**src/rtl/pipe_stage_buf.sv**
```systemverilog
// Two-entry (main + skid) valid/ready pipeline register with flush and bubble zeroing.
// Define PIPE_STAGE_BUF_CNT_EN to add the saturating stall_cycles counter port.
module pipe_stage_buf #(
    parameter int DATA_W      = 32,
    parameter int BUBBLE_ZERO = 1
) (
    input  logic              clock,
    input  logic              reset,
    input  logic              flush,
    input  logic              in_valid,
    output logic              in_ready,
    input  logic [DATA_W-1:0] in_data,
    output logic              out_valid,
    input  logic              out_ready,
    output logic [DATA_W-1:0] out_data,
    output logic [1:0]        occupancy
`ifdef PIPE_STAGE_BUF_CNT_EN
    ,
    output logic [31:0]       stall_cycles
`endif
);

    typedef enum logic [1:0] {
        EMPTY = 2'd0,
        ONE   = 2'd1,
        TWO   = 2'd2
    } occ_e;

    occ_e              r_state;
    logic [DATA_W-1:0] r_main;
    logic [DATA_W-1:0] r_skid;
    logic              r_in_ready;
    logic              r_out_valid;

    logic              w_push;
    logic              w_pop;
    logic              w_zero;

    assign w_push = in_valid & r_in_ready;
    assign w_pop  = r_out_valid & out_ready;
    assign w_zero = (BUBBLE_ZERO != 0);

    // Flush and reset share one path; reset only differs in clearing the counter.
    always_ff @(posedge clock) begin
        if (reset || flush) begin
            r_state     <= EMPTY;
            r_main      <= '0;
            r_skid      <= '0;
            r_in_ready  <= 1'b1;
            r_out_valid <= 1'b0;
        end else begin
            unique case (r_state)
                EMPTY: begin
                    if (w_push) begin
                        r_state     <= ONE;
                        r_main      <= in_data;
                        r_out_valid <= 1'b1;
                    end
                end
                ONE: begin
                    if (w_push && w_pop) begin
                        r_main <= in_data;
                    end else if (w_push) begin
                        r_state    <= TWO;
                        r_skid     <= in_data;
                        r_in_ready <= 1'b0;
                    end else if (w_pop) begin
                        r_state     <= EMPTY;
                        r_out_valid <= 1'b0;
                        if (w_zero) r_main <= '0;
                    end
                end
                TWO: begin
                    if (w_pop) begin
                        r_state    <= ONE;
                        r_main     <= r_skid;
                        r_in_ready <= 1'b1;
                        if (w_zero) r_skid <= '0;
                    end
                end
                default: begin
                    r_state     <= EMPTY;
                    r_main      <= '0;
                    r_skid      <= '0;
                    r_in_ready  <= 1'b1;
                    r_out_valid <= 1'b0;
                end
            endcase
        end
    end

    assign in_ready  = r_in_ready;
    assign out_valid = r_out_valid;
    assign out_data  = r_main;
    assign occupancy = r_state;

`ifdef PIPE_STAGE_BUF_CNT_EN
    logic [31:0] r_stall;

    always_ff @(posedge clock) begin
        if (reset) begin
            r_stall <= '0;
        end else if (r_out_valid && !out_ready && (r_stall != 32'hFFFF_FFFF)) begin
            r_stall <= r_stall + 32'd1;
        end
    end

    assign stall_cycles = r_stall;
`endif

endmodule

```
**config.mk**
```make
export PLATFORM = sky130hd
export DESIGN_NAME = pipe_stage_buf
export DESIGN_NICKNAME = d
export VERILOG_FILES = /design/src/rtl/pipe_stage_buf.sv
export SDC_FILE = /design/constraint.sdc
export NUM_CORES = 1
export LEC_CHECK = 0
export ABC_CLOCK_PERIOD_IN_PS = 1950
export CAP_MARGIN = 10
export CORE_ASPECT_RATIO = 1.75
export CORE_MARGIN = 2
export CORE_UTILIZATION = 31
export DETAILED_ROUTE_END_ITERATION = 6
export DONT_BUFFER_PORTS = 1
export GPL_ROUTABILITY_DRIVEN = 0
export GPL_TIMING_DRIVEN = 0
export REMOVE_ABC_BUFFERS = 1
export SLEW_MARGIN = 5
export SYNTH_ARGS = -nofsm -noshare
export SYNTH_HDL_FRONTEND = slang
export SYNTH_SLANG_ARGS = --single-unit
```
**constraint.sdc**
```tcl
create_clock -name clock -period 1.95 [get_ports clock]
set_input_delay 0.2925 -clock clock [delete_from_list [all_inputs] [get_ports clock]]
set_output_delay 0.2925 -clock clock [all_outputs]
set_load 0.01 [all_outputs]
```
Yosys cells after proc, flatten, opt, wreduce, memory -nomap -nowiden:

Index checks and enable logic that the tools add are counted.

* input bits: 37
* register bits: 68
* logic and storage cells: 50
* output and inout bits: 36

* reductions and logical operators: 7
* bitwise logic cells: 4
* muxes and demuxes: 23
* equality and inequality tests: 11

Operators by type and width (number)
* $mux 32: 6
* $pmux 32 s3: 2
* $ne 2x2->1 const B: 6
* $reduce_and 4->1: 3
* $mux 2: 5
* $ne 3x3->1 const B: 3
* $mux 1: 7
* $pmux 1 s3: 2
* $pmux 2 s3: 1
* $reduce_and 5->1: 1
* $and 1x1->1: 2
* $eq 2x1->1 const B: 1
* $eq 2x2->1 const B: 1
* $logic_not 2->1: 1
* $not 1->1: 2
* $logic_and 1x1->1: 1
* $logic_or 1x1->1: 1

Logic depth before layout (Yosys ltp):

Gate-level depths: netlist (run 1).

* depth after elaboration: 5
* gate-level depth with buffers: 7
* gate-level depth less buffers: 4

Least setup slack after synthesis (run 1):

No wires, ideal clock.

* kind: register -> register
* start: register r_state[1], in the netlist occupancy[1]
* end: register r_main[0], in the netlist out_data[0]
* data required time: 1.815 ns
* setup slack: 0.502 ns
* period minus slack after synthesis: 1.448 ns
* library setup time: 0.135 ns
* cell stages (with the launch flop): 7
* data arrival time: 1.313 ns
* path buffers: 2
* cell sequence: dfxtp_1 buf_4 buf_4 mux2i_1 o22ai_1 a22oi_2 nor2_2

* word-level cells in the longest chain between the ends: 3
* elaborated cells between the ends (all ways): 9
* classes of those cells: eq/ne: 6; mux: 1; reduce/logical: 2

Ends and longest elaborated chain
* start, declared: line 29 `occ_e r_state;`
* start signal, assigned: line 46 `r_state <= EMPTY;`
* start signal, assigned: line 55 `r_state <= ONE;`
* start signal, assigned: line 64 `r_state <= TWO;`
* $eq 2x1->1 (tied with other cells): line 52 `unique case (r_state)`
* $ne 3x3->1 (no source line) / $ne 2x2->1 (equally long branches)
* $reduce_and 4->1 (no source line)
* end signal, assigned: line 56 `r_main <= in_data;`
* end signal, assigned: line 62 `r_main <= in_data;`
* end signal, assigned: line 76 `r_main <= r_skid;`
* end, declared: line 30 `logic [DATA_W-1:0] r_main;`

Parallel ways exist; a longest one is shown, timed or not.
A chain may end at the register's enable or synchronous reset.

Final worst setup path (run 1):

* start: register r_state[1], in the netlist occupancy[1]
* end: register r_main[12], in the netlist out_data[12]

Same word-level chain as after synthesis.

==> results_dict.tcl, run 1 <==
set metrics [dict create \
    path_class "flop to flop" \
    io_pins 73 \
    relSlewSlack 0.444 \
    avgSynthCellArea_um2 8.67 \
    finalSetupViolCount 0 \
    ys_ff_latch 68 \
    via_per_inst 5.91 \
    ys_seq_area_frac 0.392 \
    fin_hold_ws_ps 137 \
    wl_per_cell_um 20.7 \
    path_clk_slew_ps 60 \
    r2r_end "out_data[12]$_SDFFE_PP0P_" \
    dr.pass1.iters 4 \
    clockBufferDepth 2 \
    rsz0062_at_grt "false" \
    crit_fanout 23 \
    cp-start-kind "flop" \
    power.share.clock 0.437 \
    die_h_um 144 \
    diodes 0 \
    coreArea_um2 11000 \
    p_total_uw 3450 \
    netSwitchingFraction 0.269 \
    grt.overflow.total 0 \
    cts-buffers-inserted 9 \
    setup_slack_ps 166 \
    syn_to_final_growth_pct 12.5 \
    placed_area_um2 3410 \
    cts_hold_buf 0 \
    place_worst_setup_slack_ps -772 \
    drive_above_1_share 0.166 \
    grt_first_pass_wirelength_um 16300 \
    hold_path_class "input port to flop" \
    vdd_drop_max_mv 0.407 \
    cts_max_level 3 \
    nets 419 \
    tightest_slew_ps 834 \
    post-route-period-util 0.915 \
    endpoint_kind "flop" \
    cp.arrival_ps 1970 \
    final_common_cell "dfxtp_1" \
    finish.instance_area_um2 3910 \
    p_int_uw 2520 \
    root_buffer "clkbuf_16" \
    drt_first_iter_violations 260 \
    outcome "completed" \
    syn_inst 401 \
    hold_path_depth 2 \
    cp-startpoint "occupancy[1]$_SDFFE_PP0P_" \
    grt_use_total 0.174 \
    whs_endpoint "r_skid[2]$_SDFFE_PP0P_" \
    routed_wl_um 10700 \
    drc 0 \
    die_x_um 84.1 \
    critPathRequiredTime_ps 2140 \
    p_sw_uw 927 \
    synthTopCellsByArea "dfxtp_1, mux2i_1, o22ai_1" \
    port_buffers 0 \
    synth_ff_type "dfxtp_1" \
    yosys_warnings 0 \
    yosys.area.top_type "dfxtp_1" \
    row_count 51 \
    grt_pass1_vias 3021 \
    clock_skew_ps 5.01 \
    layout_min_cycle_time_ps 1780 \
    power.leakage_uw 0.00120 \
    vias 3060 \
    worstReg2RegStart "occupancy[1]$_SDFFE_PP0P_" \
    antenna_left 0 \
    pwr-share-seq 0.428 \
    layout_common_cells "dfxtp_1, a21oi_1, nand2_1, o22ai_1" \
    p_comb_frac 0.135 \
    hpwl_um 5400 \
    power_density_nw_per_um2 881 \
    worstSkewPairLatency_ps 330 \
    drv_cap 0 \
    hold_violations 0 \
    fmax_mhz 560 \
    min_from "in_data[2]" \
    antenna_found_initial 0 \
    ys_async_sr_fraction 0 \
    ff2ff_setup_slack_ps 170 \
    r2r_cells 6 \
    grt_max_degree 69 \
    cts_tree "done" \
    synth_top_area_share 0.392 \
    start_util 0.315 \
    synth_edf_count 0 \
    drv_slew 0 \
    ys_types 37 \
    syn_area_um2 3480 \
    cts.sinks 68 \
    fp.dieArea_um2 12100 \
]
==> worst max path at each step <==
stage	to	cells after the start
after detailed placement	occupancy[0]$_SDFFE_PP0P_	5
final	out_data[12]$_SDFFE_PP0P_	6
after CTS	out_data[14]$_SDFFE_PP0P_	5
after global routing	out_data[19]$_SDFFE_PP0P_	6
after global placement	occupancy[1]$_SDFFE_PP0P_	4
after floorplan	occupancy[0]$_SDFFE_PP0P_	4
==> cell families (layout without fill, tap and decap cells) <==
| logic type | Yosys count | after routing | share of synthesized area |
|---|---|---|---|
| AO/OA/AOI/OAI | 139 | 142 | 0.260 |
| XOR/XNOR | 1 | 1 | 0.00468 |
| buffers and inverters | 47 | 28 | 0.0792 |
| flip-flops | 68 | 68 | 0.392 |
| multiplexers | 32 | 32 | 0.0921 |
| AND/OR/NAND/NOR | 114 | 115 | 0.172 |
==> registers in the layout, indices dropped and copies added (netlist names) <==
signal / count
out_data: 32
r_skid: 32
occupancy: 2
in_ready: 1
out_valid: 1
==> per-layer routing <==
layer,vias to the layer above,part of all wire,track usage
li1,1454,-,-
met1,1476,0.40,0.190
met2,102,0.51,0.306
met3,28,0.052,0.0388
met4,0,0.039,0.0993
met5,-,0,0
==> Yosys cell counts (2+ instances only) <==
| master | number |
|---|---|
| nor2_2 | 10 |
| clkbuf_1 | 20 |
| mux2i_1 | 32 |
| a22oi_2 | 10 |
| clkbuf_2 | 3 |
| nand2_1 | 34 |
| o21ai_1 | 8 |
| a21oi_1 | 35 |
| nand4_1 | 32 |
| o21ai_0 | 26 |
| o22ai_1 | 33 |
| buf_6 | 8 |
| o22ai_4 | 2 |
| a22oi_1 | 22 |
| buf_2 | 7 |
| nor2_1 | 26 |
| buf_4 | 6 |
| dfxtp_1 | 68 |
==> layout make-up <==
type / count / area [µm²]
fill: 1142 / 7130
inverter: 1 / 8.76
tap: 132 / 165
sequential: 68 / 1370
multi-input combinational: 290 / 1930
timing repair buffer: 12 / 165
clock inverter: 2 / 10.0
clock buffer: 13 / 260
==> critical path, stage by stage, from the launching register on <==
cell and delay [ps]:
dfxtp_4 550, buf_12 280, xnor2_4 220, o22ai_4 170
buf_4 190, a22oi_1 170, nor2_1 50
==> repair_timing <==
action	4_1_cts	5_1_grt
setup buffers	11	0
pin swaps	5	1
cloned	3	1
resized for setup	8	3
endpoints found under the setup margin	68	64
==> metrics by stage <==
| stage | std cells | TNS [ps] | util |
|---|---|---|---|
| finish | 518 | 0 | 0.354 |
| global route | 518 | 0 | 0.354 |
| CTS | 517 | 0 | 0.352 |
| detailed placement | 488 | -38170 | 0.309 |
| global placement | 487 | -150840 | 0.305 |
| floorplan | 355 | -72520 | - |
==> power by group through the flow <==
| stage | clock [µW] | sequential (µW) | combinational [µW] |
|---|---|---|---|
| 2_1_floorplan | 0 | 1500 | 263 |
| 5_1_grt | 1610 | 1480 | 504 |
| 4_1_cts | 1550 | 1470 | 455 |
| 3_3_place_gp | 0 | 1520 | 337 |
| 6_report | 1510 | 1480 | 464 |
| 3_5_place_dp | 0 | 1510 | 347 |
Power figures use the tool's default switching activity.
==> inputs of run 2 (changes only) <==
--- a/config.mk
+++ b/config.mk
@@ -5,7 +5,7 @@
 export SDC_FILE = /design/constraint.sdc
 export NUM_CORES = 1
 export LEC_CHECK = 0
-export ABC_CLOCK_PERIOD_IN_PS = 1950
+export ABC_CLOCK_PERIOD_IN_PS = 1800
 export CAP_MARGIN = 10
 export CORE_ASPECT_RATIO = 1.75
 export CORE_MARGIN = 2
==> constraint.sdc (replaced) <==
create_clock -name clock -period 1.8 [get_ports clock]
set_input_delay 0.27 -clock clock [delete_from_list [all_inputs] [get_ports clock]]
set_output_delay 0.27 -clock clock [all_outputs]
set_load 0.01 [all_outputs]
==> run 2 against run 1 <==
Die area stayed put. Register-to-register slack worse by 70 ps. Total power is 9.0% higher. Setup slack worse by 71 ps. Worst hold slack worse by 22 ps. Clock-buffer cell count stayed put. Final cell count is 0.97% higher. Non-clock buffer count is 5 higher. Maximum frequency is 4.6% higher. Clock power is 8% higher.
==> results_dict.tcl, run 2 (same netlist as run 1, synthesis figures left out) <==
set metrics [dict create \
    outcome "completed" \
    whs_endpoint "r_skid[2]$_SDFFE_PP0P_" \
    die_h_um 144 \
    grt.overflow.total 0 \
    grt_use_total 0.178 \
    ff2ff_setup_slack_ps 90 \
    coreArea_um2 11000 \
    pwr-share-seq 0.423 \
    worstSkewPairLatency_ps 330 \
    post-route-period-util 0.947 \
    worstReg2RegStart "in_ready$_SDFFE_PP1P_" \
    tightest_slew_ps 841 \
    port_buffers 0 \
    power.leakage_uw 0.00124 \
    netSwitchingFraction 0.268 \
    relSlewSlack 0.439 \
    drc 0 \
    clock_skew_ps 4.77 \
    cts_max_level 3 \
    power.share.clock 0.433 \
    dp.cells 488 \
    clockBufferDepth 2 \
    drive_above_1_share 0.182 \
    syn_to_final_growth_pct 14.7 \
    row_count 51 \
    finish.instance_area_um2 3990 \
    endpoint_kind "flop" \
    critPathRequiredTime_ps 2060 \
    cts_tree "done" \
    layout_min_cycle_time_ps 1710 \
    placed_area_um2 3410 \
    p_sw_uw 1010 \
    path_class "flop to flop" \
    final_util 0.361 \
    grt_first_pass_wirelength_um 16600 \
    path_clk_slew_ps 60 \
    final_common_cell "dfxtp_1" \
    cts.sinks 68 \
    r2r_end "out_data[17]$_SDFFE_PP0P_" \
    via_per_inst 5.95 \
    p_total_uw 3760 \
    fp.dieArea_um2 12100 \
    start_util 0.315 \
    antenna_found_initial 0 \
    hold_violations 0 \
    hold_path_class "input port to flop" \
    p_comb_frac 0.143 \
    min_from "in_data[2]" \
    final_cells 523 \
    rsz0062_at_grt "true" \
    diodes 0 \
    vdd_drop_max_mv 0.437 \
    dr.pass1.iters 5 \
    grt_max_degree 69 \
    crit_fanout 32 \
    routed_wl_um 11100 \
    p_int_uw 2750 \
    wl_per_cell_um 21.1 \
    drt_first_iter_violations 301 \
    grt_pass1_vias 3019 \
    power_density_nw_per_um2 942 \
    r2r_cells 4 \
    io_pins 73 \
    hold_path_depth 2 \
    drv_cap 0 \
    cts-buffers-inserted 9 \
    layout_common_cells "dfxtp_1, a21oi_1, nand2_1" \
    root_buffer "clkbuf_16" \
    antenna_left 0 \
    cp.arrival_ps 1960 \
    cts_hold_buf 0 \
    nets 424 \
    hpwl_um 5400 \
    fin_hold_ws_ps 114 \
    fmax_mhz 586 \
    die_x_um 84.1 \
    finalSetupViolCount 0 \
    vias 3111 \
    cp-start-kind "flop" \
    drv_slew 0 \
]
==> run 2: layout make-up <==
cell class	instances	area (µm²)
Clock buffer	13	260
Clock inverter	2	10.0
Fill cell	1138	7050
Inverter	1	8.76
Multi-Input combinational cell	290	1940
Sequential cell	68	1370
Tap cell	132	165
Timing Repair Buffer	17	235
==> run 2: per-layer routing <==
metal	global-route usage	vias to the layer above	wire length, µm
met5	0	-	0
met4	0.105	0	486
met3	0.0382	32	587
met2	0.312	116	5700
met1	0.196	1501	4280
li1	-	1462	-
==> run 2: repair_timing <==
item	in CTS	in global routing
endpoints found under the setup margin	68	66
pin swaps	7	2
cloned	4	0
setup buffers	11	5
gates resized for setup	10	3
==> run 2: worst max-delay path by stage <==
stage | from | to | slack, ps
after floorplan | occupancy[1]$_SDFFE_PP0P_ | occupancy[0]$_SDFFE_PP0P_ | -1490
after global placement | occupancy[1]$_SDFFE_PP0P_ | occupancy[1]$_SDFFE_PP0P_ | -2760
after detailed placement | occupancy[1]$_SDFFE_PP0P_ | occupancy[0]$_SDFFE_PP0P_ | -920
after CTS | occupancy[1]$_SDFFE_PP0P_ | out_data[12]$_SDFFE_PP0P_ | 6
after global routing | in_ready$_SDFFE_PP1P_ | out_data[21]$_SDFFE_PP0P_ | -30
final | in_ready$_SDFFE_PP1P_ | out_data[17]$_SDFFE_PP0P_ | 90
==> run 2: power groups by stage <==
stage | Combinational (µW) | Sequential, µW | Clock, µW
finish | 538 | 1590 | 1630
global route | 582 | 1600 | 1740
CTS | 503 | 1600 | 1670
detailed placement | 376 | 1640 | 0
global placement | 365 | 1640 | 0
floorplan | 285 | 1630 | 0
==> run 2: metrics by stage <==
stage / setup WS (ps) / TNS, ps
6_report: 94.8 / 0
3_3_place_gp: -2760 / -161300
3_5_place_dp: -922 / -48370
5_1_grt: -25.1 / -72.5
4_1_cts: 6.25 / 0
2_1_floorplan: -1490 / -82770
==> run 2: worst max-delay path: stages (launching register included) <==
cell and delay [ps]:
dfxtp_1 520, nand4b_4 520, o22ai_1 400, a22oi_1 100
nor2_1 90
